==> src/rtl/tagv_ctrl_if.sv <==
// Bundle of the lookup/refill/invalidate handshakes and the external tag/valid array port.
// The controller takes the slave side; whoever drives requests and owns the array takes the master side.
interface tagv_ctrl_if #(
    parameter int TAG_WIDTH   = 20,
    parameter int INDEX_WIDTH = 6,
    parameter int WAYS        = 2
) ();
    logic                   lookup_valid;
    logic [INDEX_WIDTH-1:0] lookup_index;
    logic [TAG_WIDTH-1:0]   lookup_tag;
    logic                   lookup_ready;
    logic                   hit_valid;
    logic                   hit;
    logic                   hit_way;

    logic                   refill_valid;
    logic [INDEX_WIDTH-1:0] refill_index;
    logic [TAG_WIDTH-1:0]   refill_tag;
    logic                   refill_way;
    logic                   refill_ready;

    logic                   ibar_req;
    logic                   ibar_busy;
    logic                   ibar_done;

    logic [INDEX_WIDTH-1:0] tagv_raddr;
    logic [INDEX_WIDTH-1:0] tagv_waddr;
    logic [TAG_WIDTH:0]     tagv_din;
    logic [WAYS-1:0]        tagv_we;
    logic [TAG_WIDTH:0]     tagv_dout0;
    logic [TAG_WIDTH:0]     tagv_dout1;

    modport slave (
        input  lookup_valid, lookup_index, lookup_tag,
        output lookup_ready, hit_valid, hit, hit_way,
        input  refill_valid, refill_index, refill_tag, refill_way,
        output refill_ready,
        input  ibar_req,
        output ibar_busy, ibar_done,
        output tagv_raddr, tagv_waddr, tagv_din, tagv_we,
        input  tagv_dout0, tagv_dout1
    );

    modport master (
        output lookup_valid, lookup_index, lookup_tag,
        input  lookup_ready, hit_valid, hit, hit_way,
        output refill_valid, refill_index, refill_tag, refill_way,
        input  refill_ready,
        output ibar_req,
        input  ibar_busy, ibar_done,
        input  tagv_raddr, tagv_waddr, tagv_din, tagv_we,
        output tagv_dout0, tagv_dout1
    );
endinterface

==> src/rtl/tagv_ctrl.sv <==
// Two-way tag/valid array controller: pipelined lookups, refill writes and a
// whole-array invalidation walk that clears one set per cycle.
module tagv_ctrl #(
    parameter int TAG_WIDTH   = 20,
    parameter int INDEX_WIDTH = 6,
    parameter int WAYS        = 2
) (
    input logic        clk,
    input logic        rst,
    tagv_ctrl_if.slave bus
);

    typedef enum logic [1:0] {
        IDLE  = 2'd0,
        INVAL = 2'd1,
        DONE  = 2'd2
    } state_e;

    localparam logic [INDEX_WIDTH-1:0] LastSet = '1;

    state_e                 state_q, state_d;
    logic [INDEX_WIDTH-1:0] setCnt_q, setCnt_d;
    logic                   hitValid_q;
    logic [TAG_WIDTH-1:0]   lookupTag_q;

    logic lookupFire;
    logic way0Match;
    logic way1Match;

    assign lookupFire = bus.lookup_valid && (state_q == IDLE);

    always_ff @(posedge clk) begin
        if (rst) begin
            state_q    <= IDLE;
            setCnt_q   <= '0;
            hitValid_q <= 1'b0;
        end else begin
            state_q    <= state_d;
            setCnt_q   <= setCnt_d;
            hitValid_q <= lookupFire;
        end
    end

    always_ff @(posedge clk) begin
        if (lookupFire) begin
            lookupTag_q <= bus.lookup_tag;
        end
    end

    always_comb begin
        state_d          = state_q;
        setCnt_d         = setCnt_q;
        bus.lookup_ready = 1'b0;
        bus.refill_ready = 1'b0;
        bus.ibar_busy    = 1'b0;
        bus.ibar_done    = 1'b0;
        bus.tagv_waddr   = bus.refill_index;
        bus.tagv_din     = {1'b1, bus.refill_tag};
        bus.tagv_we      = '0;
        case (state_q)
            IDLE: begin
                bus.lookup_ready = 1'b1;
                bus.refill_ready = 1'b1;
                if (bus.refill_valid) begin
                    bus.tagv_we[bus.refill_way] = 1'b1;
                end
                // A refill in the same cycle still lands; the walk starts next cycle.
                if (bus.ibar_req) begin
                    state_d  = INVAL;
                    setCnt_d = '0;
                end
            end
            INVAL: begin
                bus.ibar_busy  = 1'b1;
                bus.tagv_waddr = setCnt_q;
                bus.tagv_din   = '0;
                bus.tagv_we    = '1;
                setCnt_d       = setCnt_q + 1'b1;
                if (setCnt_q == LastSet) begin
                    state_d = DONE;
                end
            end
            DONE: begin
                bus.ibar_done = 1'b1;
                state_d       = IDLE;
            end
            default: begin
                state_d = IDLE;
            end
        endcase
    end

    // Way 0 wins when both ways hold the tag.
    assign bus.tagv_raddr = bus.lookup_index;
    assign way0Match      = bus.tagv_dout0[TAG_WIDTH] && (bus.tagv_dout0[TAG_WIDTH-1:0] == lookupTag_q);
    assign way1Match      = bus.tagv_dout1[TAG_WIDTH] && (bus.tagv_dout1[TAG_WIDTH-1:0] == lookupTag_q);
    assign bus.hit_valid  = hitValid_q;
    assign bus.hit        = hitValid_q && (way0Match || way1Match);
    assign bus.hit_way    = hitValid_q && !way0Match && way1Match;

endmodule

==> src/flat_wrapper.sv <==
// flat-port wrapper written by rule: the top's interface ports become plain ports
module tagv_ctrl_flat 
#(
    parameter int TAG_WIDTH   = 20,
    parameter int INDEX_WIDTH = 6,
    parameter int WAYS        = 2
)
  (clk, rst, bus_lookup_valid, bus_lookup_index, bus_lookup_tag, bus_lookup_ready, bus_hit_valid, bus_hit, bus_hit_way, bus_refill_valid, bus_refill_index, bus_refill_tag, bus_refill_way, bus_refill_ready, bus_ibar_req, bus_ibar_busy, bus_ibar_done, bus_tagv_raddr, bus_tagv_waddr, bus_tagv_din, bus_tagv_we, bus_tagv_dout0, bus_tagv_dout1);
  tagv_ctrl_if #(.TAG_WIDTH(TAG_WIDTH), .INDEX_WIDTH(INDEX_WIDTH), .WAYS(WAYS)) bus_i ();
  input logic clk;
  input logic rst;
  input wire logic [$bits(bus_i.lookup_valid)-1:0] bus_lookup_valid;
  input wire logic [$bits(bus_i.lookup_index)-1:0] bus_lookup_index;
  input wire logic [$bits(bus_i.lookup_tag)-1:0] bus_lookup_tag;
  output wire logic [$bits(bus_i.lookup_ready)-1:0] bus_lookup_ready;
  output wire logic [$bits(bus_i.hit_valid)-1:0] bus_hit_valid;
  output wire logic [$bits(bus_i.hit)-1:0] bus_hit;
  output wire logic [$bits(bus_i.hit_way)-1:0] bus_hit_way;
  input wire logic [$bits(bus_i.refill_valid)-1:0] bus_refill_valid;
  input wire logic [$bits(bus_i.refill_index)-1:0] bus_refill_index;
  input wire logic [$bits(bus_i.refill_tag)-1:0] bus_refill_tag;
  input wire logic [$bits(bus_i.refill_way)-1:0] bus_refill_way;
  output wire logic [$bits(bus_i.refill_ready)-1:0] bus_refill_ready;
  input wire logic [$bits(bus_i.ibar_req)-1:0] bus_ibar_req;
  output wire logic [$bits(bus_i.ibar_busy)-1:0] bus_ibar_busy;
  output wire logic [$bits(bus_i.ibar_done)-1:0] bus_ibar_done;
  output wire logic [$bits(bus_i.tagv_raddr)-1:0] bus_tagv_raddr;
  output wire logic [$bits(bus_i.tagv_waddr)-1:0] bus_tagv_waddr;
  output wire logic [$bits(bus_i.tagv_din)-1:0] bus_tagv_din;
  output wire logic [$bits(bus_i.tagv_we)-1:0] bus_tagv_we;
  input wire logic [$bits(bus_i.tagv_dout0)-1:0] bus_tagv_dout0;
  input wire logic [$bits(bus_i.tagv_dout1)-1:0] bus_tagv_dout1;
  assign bus_i.lookup_valid = bus_lookup_valid;
  assign bus_i.lookup_index = bus_lookup_index;
  assign bus_i.lookup_tag = bus_lookup_tag;
  assign bus_lookup_ready = bus_i.lookup_ready;
  assign bus_hit_valid = bus_i.hit_valid;
  assign bus_hit = bus_i.hit;
  assign bus_hit_way = bus_i.hit_way;
  assign bus_i.refill_valid = bus_refill_valid;
  assign bus_i.refill_index = bus_refill_index;
  assign bus_i.refill_tag = bus_refill_tag;
  assign bus_i.refill_way = bus_refill_way;
  assign bus_refill_ready = bus_i.refill_ready;
  assign bus_i.ibar_req = bus_ibar_req;
  assign bus_ibar_busy = bus_i.ibar_busy;
  assign bus_ibar_done = bus_i.ibar_done;
  assign bus_tagv_raddr = bus_i.tagv_raddr;
  assign bus_tagv_waddr = bus_i.tagv_waddr;
  assign bus_tagv_din = bus_i.tagv_din;
  assign bus_tagv_we = bus_i.tagv_we;
  assign bus_i.tagv_dout0 = bus_tagv_dout0;
  assign bus_i.tagv_dout1 = bus_tagv_dout1;
  tagv_ctrl #(.TAG_WIDTH(TAG_WIDTH), .INDEX_WIDTH(INDEX_WIDTH), .WAYS(WAYS)) u_core (.clk(clk), .rst(rst), .bus(bus_i));
endmodule
==> config.mk <==
export PLATFORM = sky130hd
export DESIGN_NAME = tagv_ctrl_flat
export DESIGN_NICKNAME = d
export VERILOG_FILES = /design/src/rtl/tagv_ctrl_if.sv /design/src/rtl/tagv_ctrl.sv /design/src/flat_wrapper.sv
export SDC_FILE = /design/constraint.sdc
export NUM_CORES = 1
export LEC_CHECK = 0
export CAP_MARGIN = 0
export CORE_UTILIZATION = 30
export DETAILED_ROUTE_END_ITERATION = 12
export GPL_TIMING_DRIVEN = 0
export PLACE_DENSITY = 0.73
export SLEW_MARGIN = 20
export SYNTH_ARGS = -nofsm -noshare
export SYNTH_HDL_FRONTEND = slang
export SYNTH_SLANG_ARGS = --single-unit
==> constraint.sdc <==
create_clock -name clk -period 1.6 [get_ports clk]
set_input_delay 0.32 -clock clk [delete_from_list [all_inputs] [get_ports clk]]
set_output_delay 0.32 -clock clk [all_outputs]
set_load 0.01 [all_outputs]
==> flow_summary.yaml <==
clock_network:
  clock_latency_ns: 0.28
  clkSlewWorstSetupHoldPaths_ns: 0.06
  tritoncts: "built"
  clk_root_buffer_cell: "sky130_fd_sc_hd__clkbuf_8"
  cts_sinks: 29
  htreeDepth: 2
  cts_max_path_buffers: 2
  cts_made_buffers: 5
power_and_ir_drop:
  pwr_density_cell_nw_per_um2: 658
  leakagePower_nw: 1.54
  p_int_w: 0.00185
  totalPowerFinal_w: 0.00244
  p_sw_share_pct: 24.1
  p_seq_share_pct: 36.1
  clock_power_share_pct: 29.6
  power.share.combinational_pct: 34.2
  worst_ir_drop_vdd_v: 0.000397
  power.switching_w: 0.000589
finish:
  n_antenna_cell: 0
  seq_area_sq_um: 783
  multiInputGateArea_sq_um: 1060
  number_of_filler_instances_in_the_final_layout: 451
  design.final.nets: 445
  post_layout_utilization_of_the_core_pct: 66.2
  layout-drive-gt1-share_pct: 34.8
  post_synthesis_to_final_layout_area_growth_pct: 108
timing:
  period_share_pct: 141
  timing.clock.skew_ns: 0.00657
  timing_limited_maximum_frequency_ghz: 0.443
  final_critical_period_ns: 2.26
  final.setup.worst_slack_ns: -0.659
  worstMarginPinSlew_ns: 0.509
  finalSetupViolCount: 13
  whs_ns: 0.412
  timing_max_transition_violations_final: 0
  timing.slew.headroom_pct: 66.0
  unrepaired_setup_endpoints_after_global_routing: "yes"
  hold_violations: 0
  fin_setup_tns_ns: -2.53
place:
  estimated_wirelength_of_the_detail_placed_design_um: 4350
  io_buffer_count: 134
  place_congestion: 0.799
  pre_cts_ws_ns: -1.12
grt:
  track_usage_pct: 18.5
  grt_pass1_vias: 1992
  grt_first_pass_wirelength_um: 8870
  antenna_found_initial: 0
  gr-total-overflow: 0
  grt_start_max_net_pins: 22
routing:
  avgRoutedWirePerCell_um: 14.6
  count_of_vias_placed_by_the_detailed_router: 1954
  drt-pass1-iter-count: 4
  ratio_of_routed_vias_to_standard_cells: 4.69
  wirelength_um: 6070
  drt_iter0_drc: 28
  route.detailed.drc: 0
  drt.antenna.violating_nets: 0
synth:
  synth.top_cells.by_count: "sky130_fd_sc_hd__and2_1, sky130_fd_sc_hd__edfxtp_1, sky130_fd_sc_hd__nand2_1"
  synth.most_common_cell: "sky130_fd_sc_hd__and2_1"
  synth.avg_cell_area_sq_um: 9.70
  synth_cell_type_count: 36
  synth_top_area_cell: "sky130_fd_sc_hd__edfxtp_1"
  yosys.area.top_type_share_pct: 33.7
  seq_area_frac_synth_pct: 43.8
  synth-warning-count: 0
  synth_enable_flop_cells: 20
  synth.ff_latch_count: 29
  yosys_most_used_dff: "sky130_fd_sc_hd__edfxtp_1"
  synth.top_cells.by_area: "sky130_fd_sc_hd__edfxtp_1, sky130_fd_sc_hd__dfxtp_1, sky130_fd_sc_hd__xor2_1"
  synth.cell_area_sq_um: 1780
  synth_nets: 285
  postSynth.asyncResetShare_pct: 0
  postSynthCellCount: 184
floorplan:
  die-height_um: 79.1
  num_rows: 27
  boundaryPins: 142
  floorplan.initialDensity_pct: 31.8
  core_sq_um: 5610
  die-area_sq_um: 6260
  dieWidth_um: 79.1
flow_run:
  drv_cap: 0
outcome:
  run_status: "complete, but fails checks"
  violations: "setup timing"
setup_path:
  worstPathMaxFanout: 2
  critPathLaunchType: "primary input"
  crit_path_end_kind: "output port"
  critPathKind: "primary input to output port"
  cp.arrival_ns: 1.94
  crit_required_ns: 1.28
hold_path:
  hold_path.class: "primary input to flop"
[per-stage QoR]
stage	instance area, sq um	cells
floorplan	1790	184
global placement	3220	390
detailed placement	3220	390
CTS	3490	411
global route	3710	417
finish	3710	417
[final timing paths]
kind | startpoint | to | slack [ns] | depth (start not counted)
worst max-delay path | bus_tagv_dout0[13] | bus_hit | -0.66 | 6
worst min-delay path | rst | u_core.setCnt_q[0] | 0.41 | 2
worst max register to register | u_core.state_q[0] | u_core.lookupTag_q[4] | 0.12 | 6
worst min register to register | u_core.setCnt_q[5] | u_core.setCnt_q[5] | 0.53 | 2
[power groups by stage]
stage | clock [W] | combinational (W) | sequential, W
6_report | 0.000723 | 0.000836 | 0.000882
4_1_cts | 0.000747 | 0.000735 | 0.000881
3_3_place_gp | 0 | 0.000652 | 0.000896
5_1_grt | 0.000772 | 0.000893 | 0.000886
3_5_place_dp | 0 | 0.000658 | 0.000898
2_1_floorplan | 0 | 0.000242 | 0.000890
[timing repair]
action	CTS	global route
gates resized for setup	187	60
buffers inserted	12	8
gates cloned	1	1
hold buffers	0	0
setup endpoints to repair	35	51
pin swaps	21	31
[sequential cells by signal (all words and copies together) (netlist names)]
name	count
u_core.bus.hit_valid	1
u_core.lookupTag_q	20
u_core.setCnt_q	6
u_core.state_q	2
[area by class of cell]
| cell class | instances | area share [%] |
|---|---|---|
| plain buffers | 12 | 2.93 |
| clock buffers | 6 | 1.95 |
| clock inverters | 2 | 0.910 |
| inverters | 6 | 0.741 |
| multi-input cells | 137 | 28.6 |
| flip-flops and latches | 29 | 21.1 |
| well taps | 72 | 2.43 |
| repair buffers | 153 | 41.4 |
[worst max-delay path, cell delays in order]
cell and delay [ns]:
sky130_fd_sc_hd__clkdlybuf4s50_1 0.45, sky130_fd_sc_hd__inv_1 0.05, sky130_fd_sc_hd__a222oi_1 0.33, sky130_fd_sc_hd__or4b_4 0.51, sky130_fd_sc_hd__o22ai_2 0.10, sky130_fd_sc_hd__buf_2 0.16
[cell usage in the layout (no fill, tap or decap), drive strengths merged, types with 5 or more instances in the layout]
cell type / Yosys / layout
and2: 21 / 22
buf: 12 / 65
clkbuf: 1 / 7
clkdlybuf4s50: 0 / 94
dfxtp: 9 / 9
edfxtp: 20 / 20
inv: 5 / 5
nand2: 20 / 20
nand4: 5 / 5
nor2: 13 / 13
nor4: 5 / 5
xnor2: 18 / 18
xor2: 19 / 19
[per-layer routing]
| layer | global-route usage [%] | vias to the layer above | part of all wire (%) |
|---|---|---|---|
| met2 | 34.3 | 117 | 51 |
| met1 | 19.5 | 879 | 36 |
| met5 | 0 | - | 0 |
| li1 | - | 945 | - |
| met4 | 6.36 | 0 | 2.3 |
| met3 | 5.98 | 13 | 10 |
[logic make-up (layout without fill, tap and decap cells)]
| kind of cell | count (synthesis) | after routing | synth area share (%) |
|---|---|---|---|
| AO/OA/AOI/OAI | 14 | 14 | 6.03 |
| XOR/XNOR | 37 | 37 | 18.2 |
| adder cells (fa/ha/maj) | 1 | 1 | 0.701 |
| buffers and inverters | 19 | 179 | 5.75 |
| flip-flops | 29 | 29 | 43.8 |
| multiplexers | 3 | 3 | 1.82 |
| AND/OR/NAND/NOR | 81 | 82 | 23.8 |
No activity file was read; power rests on OpenSTA's default activity.
